==> src/rtl/fetch_unit.sv <==
// Single-issue, non-prefetching instruction fetch stage: holds the PC, fetches one
// word over a ready handshake, and presents it to the control unit until released.
module fetch_unit #(
  parameter logic [31:0] RESET_PC = 32'h0000_0000
) (
  input  logic        clk,
  input  logic        rst,
  output logic        imem_req,
  output logic [31:0] imem_addr,
  input  logic        imem_ready,
  input  logic [31:0] imem_rdata,
  input  logic        stall,
  input  logic        PCSrc,
  input  logic        Jump,
  output logic [31:0] instr,
  output logic        instr_valid,
  output logic [5:0]  Opcode,
  output logic [5:0]  Funct,
  output logic [31:0] pc,
  output logic [31:0] pc_plus4
);

  localparam logic [31:0] ResetPcAligned = {RESET_PC[31:2], 2'b00};

  typedef enum logic [1:0] {IDLE, FETCH, EXEC} state_e;

  state_e      state_q, state_d;
  logic [31:0] pc_q, pc_d;
  logic [31:0] instr_q, instr_d;
  logic [31:0] pcPlus4, branchOffset, branchTarget, jumpTarget, nextPc;

  // Next-PC candidates; jump outranks a taken branch.
  always_comb begin
    pcPlus4      = pc_q + 32'd4;
    branchOffset = {{14{instr_q[15]}}, instr_q[15:0], 2'b00};
    branchTarget = pcPlus4 + branchOffset;
    jumpTarget   = {pcPlus4[31:28], instr_q[25:0], 2'b00};
    if (Jump)       nextPc = jumpTarget;
    else if (PCSrc) nextPc = branchTarget;
    else            nextPc = pcPlus4;
  end

  always_comb begin
    state_d = state_q;
    pc_d    = pc_q;
    instr_d = instr_q;
    case (state_q)
      IDLE: state_d = FETCH;
      FETCH: begin
        if (imem_ready) begin
          instr_d = imem_rdata;
          state_d = EXEC;
        end
      end
      EXEC: begin
        if (!stall) begin
          pc_d    = {nextPc[31:2], 2'b00};
          state_d = FETCH;
        end
      end
      default: state_d = IDLE;
    endcase
  end

  always_ff @(posedge clk) begin
    if (rst) begin
      state_q <= IDLE;
      pc_q    <= ResetPcAligned;
      instr_q <= 32'h0;
    end else begin
      state_q <= state_d;
      pc_q    <= pc_d;
      instr_q <= instr_d;
    end
  end

  assign imem_req    = (state_q == FETCH);
  assign instr_valid = (state_q == EXEC);
  assign imem_addr   = pc_q;
  assign pc          = pc_q;
  assign pc_plus4    = pcPlus4;
  assign instr       = instr_q;
  assign Opcode      = instr_q[31:26];
  assign Funct       = instr_q[5:0];

endmodule

==> config.mk <==
export PLATFORM = sky130hd
export DESIGN_NAME = fetch_unit
export DESIGN_NICKNAME = d
export VERILOG_FILES = /design/src/rtl/fetch_unit.sv
export SDC_FILE = /design/constraint.sdc
export NUM_CORES = 1
export LEC_CHECK = 0
export CAP_MARGIN = 15
export CORE_ASPECT_RATIO = 0.8
export CORE_MARGIN = 2
export CORE_UTILIZATION = 45
export CTS_BUF_LIST = sky130_fd_sc_hd__clkbuf_4 sky130_fd_sc_hd__clkbuf_8
export DETAILED_ROUTE_END_ITERATION = 7
export PLACE_DENSITY = 0.79
export SYNTH_ARGS = -nofsm -noshare
export SYNTH_HDL_FRONTEND = slang
export SYNTH_SLANG_ARGS = --single-unit
export TNS_END_PERCENT = 100
==> constraint.sdc <==
create_clock -name clk -period 4.35 [get_ports clk]
set_clock_uncertainty 0.2 [all_clocks]
set_input_delay 1.305 -clock clk [delete_from_list [all_inputs] [get_ports clk]]
set_output_delay 1.305 -clock clk [all_outputs]
set_load 0.005 [all_outputs]
==> results of run 1 <==
[flip-flops by register name (all words and copies together) (netlist names)]
signal / cells
state_q: 2
instr: 32
imem_addr: 30
[critical path: cells and delay by family, from the launching register on]
kind	cells	cell delay [ns]
buffers and inverters	1	0.59
XOR/XNOR	1	0.33
AND/OR/NAND/NOR	4	0.87
flip-flops	1	0.54
[kinds of logic (layout without fill, tap and decap cells)]
kind of cell	after synthesis	after routing	share of synthesized area, %
buffers and inverters	91	222	9.92
AO/OA/AOI/OAI	201	201	24.1
adder cells (fa/ha/maj)	37	37	8.95
multiplexers	3	3	0.595
XOR/XNOR	50	50	8.33
flip-flops	64	64	24.4
other	1	6	0.0713
AND/OR/NAND/NOR	270	270	23.7
[final timing paths]
check | start | endpoint | slack, ns
worst min-delay path | instr[27]$_SDFFE_PP0P_ | instr[27]$_SDFFE_PP0P_ | 0.27
worst max register to register | imem_addr[12]$_SDFFE_PP0P_ | imem_addr[30]$_SDFFE_PP0P_ | 0.25
worst max-delay path | imem_addr[15]$_SDFFE_PP0P_ | pc_plus4[25] | 0.14
worst min register to register | instr[27]$_SDFFE_PP0P_ | instr[27]$_SDFFE_PP0P_ | 0.27
[timing repair]
action / 4_1_cts / 5_1_grt
hold endpoints to repair: 0 / 0
gates resized for setup: 0 / 12
setup endpoints to repair: 0 / 11
buffers inserted: 0 / 2
[final cells by class]
type                            count  share of cell area (%)
Inverter                            9                   0.472
Clock inverter                      5                    1.21
Sequential cell                    64                    18.0
Multi-Input combinational cell    567                    48.9
Tap cell                          148                    2.59
Timing Repair Buffer              197                    26.7
Clock buffer                       11                    2.12
[cell usage after synthesis (6+ instances only)]
master	count
nand2_1	127
dfxtp_1	64
nor2_1	44
inv_1	8
ha_1	36
nand3_1	22
a211oi_1	14
xnor2_1	28
buf_4	48
and3_1	15
and2_1	13
o21bai_1	6
o21ai_0	36
o21ai_1	7
o211ai_1	8
clkbuf_1	34
xor2_1	22
nor2b_1	6
nand4_1	12
nor3_1	9
a21oi_1	76
a21o_1	14
[per-layer routing]
| metal | share of wire [%] | wire, um |
|---|---|---|
| met1 | 45 | 8390 |
| met2 | 42 | 7780 |
| met3 | 11 | 1980 |
| met4 | 1.7 | 315 |
| met5 | 0 | 0 |
[power by group]
group          switching, uW  leakage (uW)  total, uW  internal (uW)
sequential              31.8      0.000522        636            605
combinational            133       0.00225        266            133
clock                    268      0.000121        628            359
total                    433       0.00289       1530           1100
[through the flow]
stage	power, uW	util (%)	hold slack [ns]
2_1_floorplan	782	-	0.261
5_1_grt	1590	62.3	0.307
4_1_cts	1530	61.9	0.279
3_3_place_gp	906	59.9	0.261
3_5_place_dp	910	59.9	0.271
6_report	1530	62.3	0.275
==> results.txt, run 1 <==
----------------------------------------------------
[GRT]
  Global routing met1 resource utilization ... 41.9%
  All-layer global routing usage ... 28.6%
  Grt met2 use ... 42.1%
  Initial antenna violation count ... 0
  Global-route layer with the greatest usage ... met2
  Maximum number of pins on one net before global-route repair ... 45
  Global-route wire length before repair ... 28.6 mm
  Global route overflow ... 0
  Met3 Track Usage GR ... 6.69%
  Via count of the first global-routing pass ... 5269

[Placement]
  HPWL Detailed ... 14.2 mm
  IO Port Bufs ... 173
  GP Congestion ... 0.990
  Placed Cells incl. Taps ... 983
  Placement-stage worst setup slack ... 0.133 ns
  Post-Place Cell Area ... 0.00687 sq mm

[Setup path]
  WS Path Type ... flip-flop to output pin
  Worst-case reg-to-reg path depth ... 15
  Crit-path max FO ... 8
  Cell with the biggest individual delay on the critical path ... clkdlybuf4s50_1
  Startpoint Class ... flip-flop
  CP Data Required Time ... 2.84 ns
  Cells along the critical path ... and4_1, nand3_1, nor3_2, and3_1, xor2_1, clkdlybuf4s50_1
  CP endpoint kind ... output pin
  Slowest Stage Delay on Critical Path ... 0.59 ns
  Signal arrival time at the worst endpoint ... 2.70 ns

[Final layout]
  Fraction of final layout cells with drive strength greater than 1 ... 7.03%
  Final cell count without fillers ... 1001
  Finished Cell Area ... 0.00715 sq mm
  Most common cell after layout, fill and taps aside ... clkdlybuf4s50_1
  Final net count ... 923
  Filler Cells Inserted ... 989
  Most frequent cells in the layout ... clkdlybuf4s50_1, nand2_1, a21oi_1
  Area taken by multi-input logic gates ... 0.00350 sq mm
  Antenna cell count ... 0
  Layout Area Growth over Synthesis ... 36.0%
  Sequential cell area ... 0.00129 sq mm

[Synthesis]
  Number of enable-type register cells in the synthesized netlist ... 0
  Mean post-synth cell area ... 7.33 sq um
  Count of state elements after synthesis ... 64
  Biggest area consumer among synthesized cells ... dfxtp_1
  Number of distinct library cells after synthesis ... 60
  Cell count after synthesis ... 717
  Sequential element share of the synthesized area ... 24.4%
  Largest cells by area after synthesis ... dfxtp_1, nand2_1, ha_1
  Synth Flop Type ... dfxtp_1
  Top cell type's share of synthesized area ... 24.4%
  Summed instance area of the synthesized netlist ... 0.00526 sq mm
  Fraction of registers with async set/reset ... 0%
  Count of synthesis-stage warnings from yosys ... 0

[Clock tree]
  H-tree levels ... 3
  CTS clock-pin slew for the worst setup and hold paths ... 0.09 ns
  Clock latency reported for the late side of the worst-skew pair ... 0.36 ns
  Deepest clock path buffer count ... 2
  Root cell of the clock tree ... clkbuf_8
  CTS tree ... done
  Clock tree sinks ... 64
  Clock buffers created by TritonCTS ... 9
  Hold-fix buffer count after cts ... 0

[Timing]
  Unrepaired setup endpoints after global routing ... no
  Final critical-path required period ... 4.21 ns
  Max-slew headroom ... 27.3%
  Setup WS post-layout ... 0.142 ns
  Final sum of negative setup slack ... 0 ns
  Hold violation total from the final report ... 0
  Top achievable clock speed ... 238 MHz
  Tcrit/Tclk final ... 96.7%
  Transition time at the pin with the least slew margin ... 1.09 ns
  Final-report max-slew violation count ... 0
  Final number of setup-violating endpoints ... 0

[Floorplan]
  Die X-Extent ... 125 um
  Die Y-Extent ... 101 um
  Core box area ... 0.0115 sq mm
  Number of cell rows ... 35
  DIE AREA ... 0.0126 sq mm
  Top-level port count ... 180
  Starting density of the core ... 45.8%

[Drt]
  Number of nets still failing antenna checks after routing ... 0
  Total vias in the final route ... 5829
  Average wire per standard cell ... 18.4 um
  Average via count per standard cell ... 5.82
  Detailed-router iteration count before antenna repair ... 5
  Drc violations ... 0
  Count of routing violations after the opening detailed-route iteration ... 559
  Aggregate routed wire length ... 18.5 mm

[Worst hold path]
  Worst Hold Class ... flip-flop to flip-flop
  Number of stages on the worst hold path ... 2

[Flow run]
  Maximum Capacitance Violations ... 0

[Power]
  Pleak ... 0.00289 uW
  Power density over the cells ... 214 mW/mm^2
  Max rail drop VDD ... 0.000190 V

[Outcome]
  Outcome ... finished, final reports clean

----------------------------------------------------
Note: power is estimated with default switching activity, not from simulation.
==> run 2, diff against run 1 <==
- ABC_CLOCK_PERIOD_IN_PS: not set -> 4350
- CORE_MARGIN: 2 -> 8
==> run 2 against run 1 <==
  * Die area up 23%
  * Setup slack better by 0.014 ns
  * Fmax up 0.34%
  * Total power down 5.1%
  * Utilization down 0.065 points
  * Hold slack better by 0.0074 ns
  * Critical endpoint is now pc_plus4[26]
  * Largest power group unchanged
==> results.txt, run 2 (synthesis results as in run 1) <==
----------------------------------------------------
[Outcome]
  Outcome ... finished, final reports clean

[Clock tree]
  Clock latency reported for the late side of the worst-skew pair ... 0.35 ns
  H-tree levels ... 3
  Deepest clock path buffer count ... 2
  CTS clock-pin slew for the worst setup and hold paths ... 0.08 ns
  Clock buffers created by TritonCTS ... 9
  Hold-fix buffer count after cts ... 0
  CTS tree ... done
  Clock tree sinks ... 64
  Root cell of the clock tree ... clkbuf_8

[Final layout]
  Layout Area Growth over Synthesis ... 35.9%
  Antenna cell count ... 0
  Sequential cell area ... 0.00129 sq mm
  Post-layout utilization of the core ... 62.3%
  Most frequent cells in the layout ... clkdlybuf4s50_1, nand2_1, a21oi_1
  Finished Cell Area ... 0.00714 sq mm
  Area taken by multi-input logic gates ... 0.00351 sq mm
  Fraction of final layout cells with drive strength greater than 1 ... 7.14%
  Max reg flops ... 32
  Most common cell after layout, fill and taps aside ... clkdlybuf4s50_1
  Filler Cells Inserted ... 1007
  Final net count ... 924

[GRT]
  Global route overflow ... 0
  Initial antenna violation count ... 0
  Global-route layer with the greatest usage ... met2
  All-layer global routing usage ... 24.6%
  Met3 Track Usage GR ... 7.90%
  Global routing met1 resource utilization ... 34.7%
  Maximum number of pins on one net before global-route repair ... 42
  Global-route wire length before repair ... 30.1 mm
  Grt met2 use ... 36.2%
  Via count of the first global-routing pass ... 5329

[Setup path]
  CP Data Required Time ... 2.84 ns
  CP endpoint kind ... output pin
  Cells along the critical path ... and4_1, and2_1, and3_1, nand4_1, nor2_1, xor2_1, clkdlybuf4s50_1
  Internal reg-to-reg setup slack ... 0.22 ns
  Crit-path max FO ... 7
  WS Path Type ... flip-flop to output pin
  Signal arrival time at the worst endpoint ... 2.69 ns
  Startpoint Class ... flip-flop
  Cell with the biggest individual delay on the critical path ... clkdlybuf4s50_1
  Slowest Stage Delay on Critical Path ... 0.58 ns

[Timing]
  Hold violation total from the final report ... 0
  Transition time at the pin with the least slew margin ... 1.11 ns
  Final-report max-slew violation count ... 0
  Final number of setup-violating endpoints ... 0
  Unrepaired setup endpoints after global routing ... yes
  Final critical-path required period ... 4.19 ns
  Tcrit/Tclk final ... 96.4%
  Top achievable clock speed ... 238 MHz
  Max-slew headroom ... 26.1%

[Floorplan]
  Top-level port count ... 180
  Core box area ... 0.0115 sq mm
  Die Y-Extent ... 113 um
  Starting density of the core ... 45.8%
  DIE AREA ... 0.0154 sq mm
  Die X-Extent ... 137 um
  Number of cell rows ... 35

[Drt]
  Average wire per standard cell ... 19.8 um
  Drc violations ... 0
  Detailed-router iteration count before antenna repair ... 5
  Count of routing violations after the opening detailed-route iteration ... 551
  Number of nets still failing antenna checks after routing ... 0
  Average via count per standard cell ... 5.76
  Total vias in the final route ... 5771
  Aggregate routed wire length ... 19.8 mm

[Placement]
  HPWL Detailed ... 15.5 mm
  GP Congestion ... 0.898
  Post-Place Cell Area ... 0.00688 sq mm
  IO Port Bufs ... 173

[Power]
  Total power ... 1450 uW
  Max rail drop VDD ... 0.000215 V
  Pleak ... 0.00291 uW
  Power density over the cells ... 203 mW/mm^2

[Worst hold path]
  Worst Hold Class ... flip-flop to flip-flop

[Flow run]
  Maximum Capacitance Violations ... 0

----------------------------------------------------
run 2: stage by stage:
stage / worst slack (ns) / cells / hold WS [ns] / setup TNS [ns]
2_1_floorplan: 0.774 / 722 / 0.261 / 0
3_3_place_gp: 0.192 / 984 / 0.256 / 0
3_5_place_dp: 0.170 / 984 / 0.269 / 0
4_1_cts: 0.0418 / 1000 / 0.283 / 0
5_1_grt: -0.00425 / 1002 / 0.298 / -0.00425
6_report: 0.157 / 1002 / 0.282 / 0
run 2: layout make-up:
class	count	share of cell area [%]
clock buffer	10	1.93
tap	148	2.59
clock inverter	6	0.946
inverter	9	0.473
sequential	64	18.0
timing repair buffer	198	26.8
multi-input combinational	567	49.2
run 2: repair_timing:
action / 4_1_cts / 5_1_grt
setup buffers: 0 / 2
setup endpoints to repair: 0 / 10
resized for setup: 0 / 14
run 2: metal layers:
| metal | share of wire, % | vias to the layer above |
|---|---|---|
| met5 | 0 | - |
| met4 | 0.50 | 0 |
| met3 | 12 | 11 |
| met2 | 42 | 271 |
| met1 | 45 | 2731 |
| li1 | - | 2758 |
run 2: critical path, delay by kind of cell (launching register included):
family	cells	cell delay [ns]
xor+xnor	1	0.29
simple gates	5	1.08
flops	1	0.40
buf+inv	1	0.58
run 2: where the power goes:
| group | switching, uW | leakage [uW] | internal (uW) | total, uW |
|---|---|---|---|---|
| Combinational | 137 | 0.00229 | 134 | 271 |
| Sequential | 32.5 | 0.000522 | 605 | 637 |
| Clock | 262 | 0.0000989 | 282 | 544 |
| Total | 431 | 0.00291 | 1020 | 1450 |
run 2: worst paths after layout:
| path | endpoint | start | depth (start not counted) |
|---|---|---|---|
| worst max register to register | imem_addr[27]$_SDFFE_PP0P_ | imem_addr[6]$_SDFFE_PP0P_ | 14 |
| worst min-delay path | instr[28]$_SDFFE_PP0P_ | instr[28]$_SDFFE_PP0P_ | 2 |
| worst max-delay path | pc_plus4[26] | imem_addr[8]$_SDFFE_PP0P_ | 7 |
| worst min register to register | instr[28]$_SDFFE_PP0P_ | instr[28]$_SDFFE_PP0P_ | 2 |
